===== src/rtl/int_gen_pkg.sv =====
// Shared definitions for the interrupt generator and the bridge address map.
// Holds register addresses, FSM encodings, CTRL bit positions and pending width.
// Pure declarations; no logic, so no latency or backpressure.
package int_gen_pkg;

  // Bridge address map (peripheral windows behind the CPU bridge)
  localparam logic [31:0] TIMER0_BASE  = 32'h0000_7F00;
  localparam logic [31:0] TIMER1_BASE  = 32'h0000_7F10;
  localparam logic [31:0] INT_GEN_BASE = 32'h0000_7F20;

  // Interrupt generator registers
  localparam logic [31:0] IG_ACK_ADDR    = 32'h0000_7F20;
  localparam logic [31:0] IG_PERIOD_ADDR = 32'h0000_7F24;
  localparam logic [31:0] IG_CTRL_ADDR   = 32'h0000_7F28;
  localparam logic [31:0] IG_STATUS_ADDR = 32'h0000_7F2C;

  // CTRL bit positions
  localparam int CTRL_EN   = 0;
  localparam int CTRL_AUTO = 1;

  // Pending expiry counter
  localparam int                PEND_W   = 4;
  localparam logic [PEND_W-1:0] PEND_MAX = {PEND_W{1'b1}};

  typedef enum logic [1:0] {
    S_IDLE   = 2'd0,
    S_COUNT  = 2'd1,
    S_ASSERT = 2'd2,
    S_GAP    = 2'd3
  } state_e;

  // Word index used for register decode (byte offset bits ignored)
  function automatic logic [29:0] word_addr(input logic [31:0] a);
    return a[31:2];
  endfunction

endpackage


===== src/rtl/int_gen.sv =====
// Periodic / one-shot level interrupt generator with ACK, PERIOD, CTRL, STATUS regs.
// Latency: interrupt is registered; rises exactly PERIOD edges after the enabling write.
// No backpressure: writes always accepted in one cycle. INT_GEN_PENDING_EN enables pending expiry queueing.
module int_gen
  import int_gen_pkg::*;
(
  input  logic        clk,
  input  logic        reset,
  input  logic [31:0] addr,
  input  logic [3:0]  byteen,
  input  logic [31:0] wdata,
  output logic [31:0] rdata,
  output logic        interrupt
);

`ifdef INT_GEN_PENDING_EN
  localparam bit PendEn = 1'b1;
`else
  localparam bit PendEn = 1'b0;
`endif

  state_e            state_q, state_d;
  logic [31:0]       period_q, period_d;
  logic [31:0]       cnt_q, cnt_d;
  logic [1:0]        ctrl_q, ctrl_d;
  logic [PEND_W-1:0] pending_q, pending_d;
  logic [PEND_W-1:0] pend_now;
  logic              interrupt_q;

  logic        wr_en;
  logic        sel_ack, sel_period, sel_ctrl, sel_status;
  logic        wr_ack, wr_period, wr_ctrl;
  logic [31:0] reload;
  logic [PEND_W-1:0] pend_rd;
  logic        unused_addr_lsbs;

  assign unused_addr_lsbs = ^addr[1:0];

  assign wr_en      = |byteen;
  assign sel_ack    = (word_addr(addr) == word_addr(IG_ACK_ADDR));
  assign sel_period = (word_addr(addr) == word_addr(IG_PERIOD_ADDR));
  assign sel_ctrl   = (word_addr(addr) == word_addr(IG_CTRL_ADDR));
  assign sel_status = (word_addr(addr) == word_addr(IG_STATUS_ADDR));

  assign wr_ack    = wr_en && sel_ack;
  assign wr_period = wr_en && sel_period;
  assign wr_ctrl   = wr_en && sel_ctrl;

  // A zero period behaves as a one-edge period
  assign reload  = (period_q == 32'd0) ? 32'd1 : period_q;
  assign pend_rd = PendEn ? pending_q : '0;

  // Next-state logic: a CTRL write overrides every other event in the same cycle
  always_comb begin
    state_d   = state_q;
    period_d  = period_q;
    cnt_d     = cnt_q;
    ctrl_d    = ctrl_q;
    pending_d = pending_q;
    pend_now  = pending_q;

    // New period only takes effect at the next reload
    if (wr_period) period_d = wdata;

    if (wr_ctrl) begin
      ctrl_d    = wdata[1:0];
      pending_d = '0;
      if (wdata[CTRL_EN]) begin
        state_d = S_COUNT;
        cnt_d   = reload;
      end else begin
        state_d = S_IDLE;
        cnt_d   = '0;
      end
    end else begin
      case (state_q)
        S_IDLE: state_d = S_IDLE;
        S_COUNT: begin
          if (cnt_q == 32'd1) begin
            state_d = S_ASSERT;
            // Keep timing in ASSERT only when expiries are being queued
            cnt_d   = (PendEn && ctrl_q[CTRL_AUTO]) ? reload : cnt_q;
          end else begin
            cnt_d = cnt_q - 32'd1;
          end
        end
        S_ASSERT: begin
          // An expiry on the ACK edge is counted before the ACK consumes one
          if (PendEn && ctrl_q[CTRL_AUTO]) begin
            if (cnt_q == 32'd1) begin
              cnt_d = reload;
              if (pending_q != PEND_MAX) pend_now = pending_q + PEND_W'(1);
            end else begin
              cnt_d = cnt_q - 32'd1;
            end
          end
          pending_d = pend_now;
          if (wr_ack) begin
            if (pend_now != '0) begin
              pending_d = pend_now - PEND_W'(1);
              state_d   = S_GAP;
            end else if (ctrl_q[CTRL_AUTO]) begin
              state_d = S_COUNT;
              cnt_d   = reload;
            end else begin
              state_d         = S_IDLE;
              cnt_d           = '0;
              ctrl_d[CTRL_EN] = 1'b0;
            end
          end
        end
        // One deasserted cycle between back-to-back queued interrupts; cnt holds
        S_GAP: state_d = S_ASSERT;
      endcase
    end
  end

  // State registers with synchronous active-low reset; bus writes dropped under reset
  always_ff @(posedge clk) begin
    if (!reset) begin
      state_q     <= S_IDLE;
      period_q    <= '0;
      cnt_q       <= '0;
      ctrl_q      <= '0;
      pending_q   <= '0;
      interrupt_q <= 1'b0;
    end else begin
      state_q     <= state_d;
      period_q    <= period_d;
      cnt_q       <= cnt_d;
      ctrl_q      <= ctrl_d;
      pending_q   <= pending_d;
      interrupt_q <= (state_d == S_ASSERT);
    end
  end

  // Combinational register read; ACK and unmapped addresses read as zero
  always_comb begin
    rdata = '0;
    if (sel_period)      rdata = period_q;
    else if (sel_ctrl)   rdata = {30'b0, ctrl_q};
    else if (sel_status) rdata = {25'b0, state_q, interrupt_q, pend_rd};
  end

  assign interrupt = interrupt_q;

endmodule


===== config.mk =====
export PLATFORM = sky130hd
export DESIGN_NAME = int_gen
export DESIGN_NICKNAME = d
export VERILOG_FILES = /design/src/rtl/int_gen_pkg.sv /design/src/rtl/int_gen.sv
export SDC_FILE = /design/constraint.sdc
export NUM_CORES = 1
export LEC_CHECK = 0
export CAP_MARGIN = 20
export CORE_ASPECT_RATIO = 1.1
export CORE_UTILIZATION = 50
export DETAILED_ROUTE_END_ITERATION = 7
export HOLD_SLACK_MARGIN = 0.03
export PLACE_DENSITY = 0.79
export SLEW_MARGIN = 20
export SYNTH_ARGS = -nofsm -noshare
export SYNTH_HDL_FRONTEND = slang
export SYNTH_SLANG_ARGS = --single-unit
export TNS_END_PERCENT = 10

===== constraint.sdc =====
create_clock -name clk -period 3.61 [get_ports clk]
set_input_delay 0.722 -clock clk [delete_from_list [all_inputs] [get_ports clk]]
set_output_delay 0.722 -clock clk [all_outputs]
set_load 0.03 [all_outputs]

==> impl_metrics.csv, run 1 <==
group,metric,value,unit
status,outcome,"finished, violations left",
status,violations,"DRC",
setup_path,worstSetupPathType,"in -> out",
timing,finalCritPeriodShare,99.9,%
power,vdd_drop_max,242,µV
global_route,first_global_vias,4131,
timing,setup_viol,0,
logic_synthesis,yosysWarnings,0,
logic_synthesis,synth_nets,590,
clock_network,cts_tree,"done",
clock_network,path_clk_slew,70,ps
setup_path,reg2regPathDepth,8,
setup_path,crit_fanout,5,
setup_path,critPathArrivalTime,2880,ps
route,antenna_left,0,
logic_synthesis,synth_area_leader_cell,"dfxtp_1",
logic_synthesis,synth_edf_count,0,
route,via_count,4463,
worst_hold_path,min-delay-start,"cnt_q[23]$_SDFFE_PN0P_",
final_layout,utilization,71.7,%
logic_synthesis,avgSynthCellArea,7.88,µm²
floorplanning,io-pin-count,103,
floorplanning,die-width,88.1,µm
logic_synthesis,synth.cell_area,4080,µm²
logic_synthesis,synth_top_cells_by_count,"86 x nand2_1, 73 x dfxtp_1, 38 x a21boi_0, 34 x nor2_1, 31 x clkbuf_1",
global_route,grt_max_degree,46,
final_layout,final_nets,695,
final_layout,n_antenna_cell,0,
global_route,antenna_found_initial,0,
placed_design,dp_hpwl,8580,µm
clock_network,numCtsBuffers,9,
clock_network,holdBufCountCts,0,
timing,drv_slew,0,
clock_network,root_buffer,"clkbuf_8",
timing,setup_ws,4.66,ps
timing,period_needed,3610,ps
logic_synthesis,synth-main-ff-cell,"dfxtp_1",
placed_design,place.gp.congestion,0.864,
setup_path,r2r_start,"cnt_q[0]$_SDFFE_PN0P_",
setup_path,worstPathRequired,2890,ps
logic_synthesis,syn_inst,517,
worst_hold_path,hp-class,"reg -> reg",
clock_network,htreeDepth,3,
floorplanning,start_util,51.5,%
logic_synthesis,synth_seq_cells,73,
logic_synthesis,synthTopCellsByArea,"dfxtp_1 36%, nand2_1 7.9%, a21boi_0 7.0%",
floorplanning,core_area,7910,µm²
logic_synthesis,async_flop_share,0,%
clock_network,clockBufferDepth,2,
placed_design,portBuffers,100,
setup_path,cp_cell_sequence,"clkdlybuf4s50_1 > nor4bb_1 > nand4_1 > or4_4 > nor2_4 > buf_12 > clkbuf_16 > and2_4 > buf_6",
floorplanning,rows,34,
timing,slew_headroom,48.8,%
setup_path,regToRegSetupSlack,670,ps
global_route,gr-total-overflow,0,
timing,hold_violations,0,
setup_path,crit_buf_inv,4,
route,wl_per_cell,17.4,µm
setup_path,max_stage_delay,480,ps
logic_synthesis,yosysSeqAreaShare,35.9,%
setup_path,cp_top_family,"simple AND/OR/NAND/NOR gates",
timing,fin_setup_tns,0,ps
final_layout,area_delta_synth_final,39.1,%
setup_path,start_kind,"input pin",
route,vias_per_cell,6.07,
floorplanning,die-area,8520,µm²
final_layout,final_layout_size_suffix_gt1_share,17.1,%
clock_network,clock-sinks,73,
global_route,grt_pass1_wl,19000,µm
route,first_iter_violations,449,
setup_path,worstReg2RegEnd,"cnt_q[28]$_SDFFE_PN0P_",
route,first_pass_iters,8,
placed_design,place_ws,-187,ps
logic_synthesis,synthMostInstantiatedCell,"nand2_1",
route,postRouteWirelength,12800,µm
setup_path,cpMaxStageDelayCell,"or4_4",
flow_run,drv_cap,0,
logic_synthesis,synth_cell_types,53,
route,drc,1,
setup_path,crit_path_end_kind,"output port",
power,p_leak,0.00228,µW
power,power_density,291,nW/µm²
global_route,grtUsageTotal,28.3,%
worst_hold_path,min_to,"cnt_q[23]$_SDFFE_PN0P_",
timing,fmax,277,MHz
timing,fin_skew,8.64,ps
clock_network,worstSkewPairLatency,360,ps
floorplanning,die_y,96.7,µm
logic_synthesis,yosysTopAreaCellShare,35.9,%
worst_hold_path,worstHoldPathCells,2,
timing,worst_pin_slew,767,ps
==> worst register-to-register path, delay by kind of cell (launching register included) <==
kind,cells,cell delay [ps]
DFF,1,350
and+or+nand+nor,4,1770
AOI/OAI and AO/OA,2,430
adders and majority gates,1,200
buffers and inverters,1,90
==> sequential cells by signal (all words and copies together) (netlist names) <==
name       count
cnt_q         32
ctrl_q         2
interrupt      1
pend_now       4
period_q      32
state_q        2
==> cell families (layout without fill, tap and decap cells) <==
group	count (synthesis)	after routing	share of synthesized area [%]
XOR/XNOR	12	12	2.58
adder cells (fa/ha/maj)	3	3	0.921
AO/OA/AOI/OAI	139	139	24.4
multiplexers	6	6	1.60
buffers and inverters	46	156	4.51
AND/OR/NAND/NOR	238	238	30.1
flip-flops	73	73	35.9
==> repair_timing <==
item | CTS | global route
gates cloned | 0 | 3
hold endpoints to repair | 0 | 0
endpoints found under the setup margin | 29 | 29
buffers inserted | 1 | 3
resized for setup | 3 | 47
pin swaps | 1 | 6
==> placed cells by master, fill, tap and decap left out, types with 3 or more instances in the layout <==
cell	n
xnor2_1	5
o21ai_0	28
clkdlybuf4s50_1	63
and2_1	18
or3_1	4
clkbuf_8	11
ha_1	3
o22ai_1	7
or2_2	3
buf_12	4
nand2b_1	3
a22o_1	8
a21boi_0	38
nand2_1	86
nor2_1	32
a32o_1	19
nor4_1	24
or4_1	10
xor2_1	7
nor3b_1	3
inv_1	10
buf_4	36
buf_6	19
dfxtp_1	73
mux2i_1	5
and2_4	11
nand3_1	3
a21oi_1	15
a21boi_1	3
nor3_1	12
nor4_2	3
nand4_1	6
dlymetal6s2s_1	4
a22oi_1	8
==> area by class of cell <==
type | count | area [µm²]
repair buffers | 130 | 1310
well taps | 108 | 135
fillers | 628 | 2240
flip-flops and latches | 73 | 1460
clock inverters | 4 | 75.1
clock buffers | 12 | 155
inverters | 10 | 37.5
multi-input cells | 398 | 2500
==> routing by layer <==
layer,routed length [µm],up-vias,global-route usage [%]
li1,-,2089,-
met1,5300,2065,35.4
met2,5990,267,47.5
met3,1170,42,5.97
met4,328,0,9.93
met5,0,-,0
==> power breakdown <==
group | internal (µW) | total [µW] | switching (µW)
combinational | 73.0 | 103 | 29.9
clock | 427 | 743 | 315
sequential | 804 | 804 | 0.00000230
==> how the worst max path moves through the flow <==
stage          startpoint        end  slack [ps]  cells past startpoint
5_1_grt           addr[5]   rdata[2]        -130                      9
2_1_floorplan    addr[30]  rdata[21]         200                      7
6_report          addr[5]  rdata[21]           5                      9
4_1_cts          addr[29]  rdata[22]           8                      8
3_5_place_dp     addr[22]  rdata[22]        -190                      8
3_3_place_gp      addr[5]   rdata[1]        -120                      8
==> per-stage QoR <==
step,hold slack (ps),area [µm²],std cells,power [µW]
after global placement,450,5200,712,923
final,481,5670,735,1650
after detailed placement,461,5200,712,923
after global routing,493,5670,735,1700
after CTS,474,5450,729,1650
after floorplan,435,4080,517,845
No activity file was read; power rests on OpenSTA's default activity.
==> run 2, diff against run 1 <==
- DONT_BUFFER_PORTS: not set -> 1
- PLACE_DENSITY: 0.79 -> 0.63
==> run 2 against run 1 <==
Worst setup slack gained 310 ps. Worst hold slack lost 12 ps. Core utilization decreased by 11 points. Die area unchanged. Highest routed layer unchanged. Non-clock buffer count shrank 81. The run now ends clean. Largest power group unchanged. Critical path type unchanged.
==> impl_metrics.csv, run 2 (synthesis gave the netlist of run 1 again) <==
group,metric,value,unit
status,outcome,"finished clean",
timing,slew_headroom,46.6,%
final_layout,final_nets,614,
placed_design,dp_hpwl,7870,µm
global_route,first_global_vias,3853,
global_route,grtUsageTotal,27.9,%
floorplanning,rows,34,
global_route,antenna_found_initial,1,
timing,fin_setup_tns,0,ps
timing,hold_violations,0,
clock_network,holdBufCountCts,0,
clock_network,path_clk_slew,80,ps
clock_network,cts_tree,"done",
timing,worst_pin_slew,798,ps
setup_path,cpMaxStageDelayCell,"or4_1",
route,postRouteWirelength,11600,µm
floorplanning,die_y,96.7,µm
final_layout,area_delta_synth_final,18.7,%
setup_path,crit_fanout,29,
setup_path,critPathArrivalTime,2570,ps
worst_hold_path,min-delay-start,"cnt_q[24]$_SDFFE_PN0P_",
setup_path,worstPathRequired,2890,ps
placed_design,place.gp.congestion,0.867,
clock_network,numCtsBuffers,9,
timing,fmax,304,MHz
timing,fin_skew,9.84,ps
floorplanning,core_area,7910,µm²
placed_design,dp.cells,638,
final_layout,fillCellCount,751,
clock_network,cts_setup_buffers,0,
clock_network,htreeDepth,3,
setup_path,cp-startpoint,"addr[6]",
setup_path,worstSetupPathType,"in -> out",
final_layout,fin_cells,655,
setup_path,regToRegSetupSlack,660,ps
clock_network,cts_resized,0,
clock_network,clockBufferDepth,2,
setup_path,max_stage_delay,570,ps
worst_hold_path,hp-class,"reg -> reg",
setup_path,r2r_start,"cnt_q[0]$_SDFFE_PN0P_",
timing,finalCritPeriodShare,91.2,%
timing,drv_slew,0,
clock_network,clock-sinks,73,
global_route,gr-total-overflow,0,
setup_path,cp_cell_sequence,"nand4bb_1 > or2_2 > or4_1 > nor2_1 > buf_4 > and2_1 > buf_12",
timing,setup_viol,0,
power,power_density,294,nW/µm²
global_route,grt_max_degree,71,
final_layout,final_cell_mix,"86 x nand2_1, 73 x dfxtp_1, 38 x a21boi_0",
placed_design,portBuffers,0,
route,via_count,3999,
flow_run,drv_cap,0,
clock_network,worstSkewPairLatency,360,ps
final_layout,layout_commonest_cell,"nand2_1",
power,vdd_drop_max,196,µV
timing,rsz0062_at_grt,"no",
timing,period_needed,3290,ps
clock_network,root_buffer,"clkbuf_8",
floorplanning,die-width,88.1,µm
route,first_pass_iters,5,
floorplanning,die-area,8520,µm²
route,drc,0,
route,first_iter_violations,227,
route,wl_per_cell,17.7,µm
floorplanning,io-pin-count,103,
global_route,grt_pass1_wl,18600,µm
setup_path,start_kind,"input pin",
setup_path,crit_path_end_kind,"output port",
final_layout,final_layout_size_suffix_gt1_share,13.7,%
floorplanning,start_util,51.5,%
route,antenna_left,0,
route,vias_per_cell,6.11,
power,p_leak,0.00187,µW
run 2: changes by cell type in the layout (fill, tap and decap cells not counted), sizes merged:
cell / previous run / this run
diode: 0 / 1
buf: 62 / 49
clkbuf: 13 / 12
clkinvlp: 2 / 3
dlymetal6s2s: 4 / 0
clkinv: 0 / 1
bufinv: 2 / 0
clkdlybuf4s50: 63 / 0
run 2: power by group:
part / internal [µW] / switching [µW] / total, µW
combinational: 9.21 / 3.59 / 12.8
sequential: 804 / 0.00000222 / 804
clock: 286 / 318 / 603
run 2: critical path: cells and delay by family:
kind | cells | cell delay [ps]
buffers and inverters | 2 | 420
and+or+nand+nor | 5 | 1420
run 2: layout make-up:
type                       instances  area [µm²]  share of cell area (%)
antenna                            1        2.50                  0.0517
clock buffer                      12         155                    3.21
clock inverter                     4        27.5                   0.569
inverter                          10        37.5                   0.776
multi-input combinational        398        2450                    50.6
sequential                        73        1460                    30.2
tap                              108         135                    2.79
timing repair buffer              49         568                    11.7
run 2: layer usage:
layer | track usage, % | routed length [µm]
met1 | 35.0 | 5060
met2 | 44.7 | 5390
met3 | 4.95 | 750
met4 | 15.6 | 362
met5 | 0 | 0
run 2: final timing paths:
kind | to | depth (start not counted)
worst min-delay path | cnt_q[24]$_SDFFE_PN0P_ | 2
worst max-delay path | rdata[20] | 7
worst min register to register | cnt_q[24]$_SDFFE_PN0P_ | 2
worst max register to register | cnt_q[28]$_SDFFE_PN0P_ | 8
run 2: per-stage QoR:
stage	cell area, µm²	util (%)	total power (µW)	hold WS, ps	setup WS, ps
floorplan	4080	-	845	435	196
global placement	4640	58.7	836	445	327
detailed placement	4650	58.8	836	456	315
CTS	4830	61.1	1430	468	299
global route	4840	61.1	1460	493	173
finish	4840	61.1	1420	469	317
==> run 3, diff against run 2 <==
- ABC_AREA: not set -> 1
- ABC_CLOCK_PERIOD_IN_PS: not set -> 3610
- CTS_CLUSTER_SIZE: not set -> 8
==> run 3 against run 2 <==
Wire length is 34% higher. Sequential cell count stayed put. Worst hold slack worse by 10 ps. Count of clock-buffer cells in the layout is 3 lower. Core utilization is 4.7 points lower. Global-route usage is 2.4 points higher. Sequential power hardly changed. Power is 8.8% higher. Via count is 42% higher. Sequential share of layout area is 4.2 points lower. Critical path type unchanged.
==> impl_metrics.csv, run 3 <==
group,metric,value,unit
power,vdd_drop_max,147,µV
logic_synthesis,synth-main-ff-cell,"dfxtp_1",
worst_hold_path,min_to,"cnt_q[31]$_SDFFE_PN0P_",
route,antenna_left,0,
floorplanning,rows,38,
route,postRouteWirelength,15500,µm
setup_path,reg2regPathDepth,11,
final_layout,final_layout_size_suffix_gt1_share,8.05,%
clock_network,cts_setup_buffers,0,
logic_synthesis,yosysSeqAreaShare,28.4,%
setup_path,worstPathRequired,2890,ps
final_layout,n_antenna_cell,0,
clock_network,root_buffer,"clkbuf_8",
clock_network,worstSkewPairLatency,380,ps
logic_synthesis,synth_edf_count,0,
setup_path,worstReg2RegEnd,"cnt_q[10]$_SDFFE_PN0P_",
final_layout,final_nets,1001,
logic_synthesis,synth_cell_types,30,
power,combPwrFrac,1.5,%
final_layout,fillCellCount,1012,
timing,finalCritPeriodShare,87.0,%
placed_design,dp.cells,1037,
power,p_sw_share,22.8,%
timing,hold_violations,0,
global_route,grt_pass1_wl,25200,µm
setup_path,start_kind,"input pin",
final_layout,layout_commonest_cell,"nand2_1",
timing,fin_skew,20.0,ps
floorplanning,core_area,9940,µm²
setup_path,regToRegSetupSlack,1370,ps
power,power_density,276,nW/µm²
setup_path,r2r_start,"cnt_q[11]$_SDFFE_PN0P_",
global_route,grt_max_degree,52,
setup_path,crit_path_end_kind,"output port",
clock_network,htreeDepth,3,
clock_network,clock-sinks,73,
logic_synthesis,synth_area_leader_cell,"dfxtp_1",
logic_synthesis,synth_top_cells_by_count,"276 x nand2_1, 225 x nor2_1, 100 x inv_1, 73 x dfxtp_1, 51 x nand3_1",
setup_path,crit_fanout,20,
clock_network,cts_tree,"done",
final_layout,final_cell_mix,"276 x nand2_1, 225 x nor2_1, 100 x inv_1",
route,via_count,5695,
route,vias_per_cell,5.41,
timing,setup_viol,0,
timing,fmax,319,MHz
logic_synthesis,synthTopCellsByArea,"dfxtp_1 28%, nand2_1 20%, nor2_1 16%",
route,drc,0,
timing,slew_headroom,28.8,%
final_layout,area_delta_synth_final,9.05,%
route,first_iter_violations,418,
logic_synthesis,yosysTopAreaCellShare,28.4,%
logic_synthesis,synthMostInstantiatedCell,"nand2_1",
status,outcome,"finished clean",
placed_design,portBuffers,0,
logic_synthesis,async_flop_share,0,%
placed_design,dp_hpwl,11300,µm
clock_network,clockBufferDepth,2,
global_route,grtUsageTotal,30.3,%
clock_network,path_clk_slew,100,ps
timing,fin_setup_tns,0,ps
power,internal_power,1190,µW
power,p_clk_share,46.5,%
logic_synthesis,syn_inst,913,
power,switching_power,353,µW
power,p_leak,0.00275,µW
setup_path,cp-startpoint,"addr[15]",
clock_network,holdBufCountCts,0,
floorplanning,die-width,98.7,µm
logic_synthesis,synth_seq_cells,73,
route,first_pass_iters,5,
global_route,antenna_found_initial,0,
clock_network,numCtsBuffers,9,
floorplanning,die-area,10700,µm²
floorplanning,io-pin-count,103,
route,wl_per_cell,14.7,µm
timing,rsz0062_at_grt,"no",
logic_synthesis,yosysWarnings,0,
power,pwr-share-seq,52.0,%
clock_network,cts_resized,0,
timing,drv_slew,0,
global_route,gr-total-overflow,0,
worst_hold_path,worstHoldPathCells,2,
worst_hold_path,min-delay-start,"reset",
logic_synthesis,avgSynthCellArea,5.63,µm²
flow_run,drv_cap,0,
placed_design,place.gp.congestion,0.909,
worst_hold_path,hp-class,"in -> reg",
logic_synthesis,synth_nets,986,
timing,worst_pin_slew,1070,ps
setup_path,critPathArrivalTime,2420,ps
final_layout,fin_cells,1052,
timing,period_needed,3140,ps
floorplanning,die_y,108,µm
logic_synthesis,synth.cell_area,5140,µm²
setup_path,worstSetupPathType,"in -> out",
floorplanning,start_util,51.8,%
global_route,first_global_vias,5188,
run 3: cell count changes in the layout (fill, tap and decap cells not counted), sizes merged, moves of 12 or more:
cell,before,now
a211oi,0,32
a21boi,41,0
a32o,21,0
and2,30,1
inv,10,100
nand2,86,288
nand3,3,54
nand4,6,19
nor2,34,230
nor4,27,0
or4,12,0
run 3: critical path, stage by stage:
cell	delay, ps
inv_1	60
nand2_1	50
nor2_1	190
nand3_1	160
nor3_1	250
nand2_1	330
buf_4	320
nor2_1	150
buf_4	180
run 3: power by group through the flow:
stage / Clock [µW] / Sequential [µW] / Combinational (µW)
finish: 719 / 804 / 22.9
CTS: 722 / 804 / 22.8
floorplan: 0 / 823 / 23.9
detailed placement: 0 / 823 / 22.8
global route: 763 / 804 / 25.9
global placement: 0 / 823 / 22.0
run 3: kinds of logic after synthesis:
kind of cell | share of synthesized area (%)
compound gates | 10.7
buf+inv | 11.1
fa+ha+maj | 0.730
simple gates | 48.0
xor+xnor | 1.02
flops | 28.4
run 3: how the worst max path moves through the flow:
stage | endpoint | slack [ps] | cells after the start
3_3_place_gp | rdata[21] | 580 | 9
2_1_floorplan | rdata[5] | 560 | 8
5_1_grt | rdata[14] | 280 | 9
6_report | rdata[25] | 470 | 9
4_1_cts | rdata[25] | 510 | 9
3_5_place_dp | rdata[25] | 520 | 9
run 3: final cells by class:
cell class                 instances  area, µm²  area share (%)
clock buffer                       9        124            2.21
multi-input combinational        703       3110            55.4
inverter                         102        388            6.92
tap                              120        150            2.68
clock inverter                     6       83.8            1.49
timing repair buffer              39        293            5.22
sequential                        73       1460            26.1
run 3: through the flow:
stage / hold WS, ps / setup WS, ps / util, % / area (µm²) / power, µW
floorplan: 439 / 557 / - / 5140 / 847
global placement: 454 / 583 / 54.4 / 5400 / 845
detailed placement: 463 / 519 / 54.4 / 5400 / 846
CTS: 454 / 508 / 56.4 / 5610 / 1550
global route: 445 / 282 / 56.4 / 5610 / 1590
finish: 459 / 471 / 56.4 / 5610 / 1550
run 3: per-layer routing:
metal  vias to the layer above  global-route usage [%]  part of all wire (%)
met5                         -                       0                     0
met1                      2552                    41.0                    46
met2                       241                    48.0                    44
met3                        16                    5.95                   8.3
li1                       2886                       -                     -
met4                         0                    11.1                   2.0
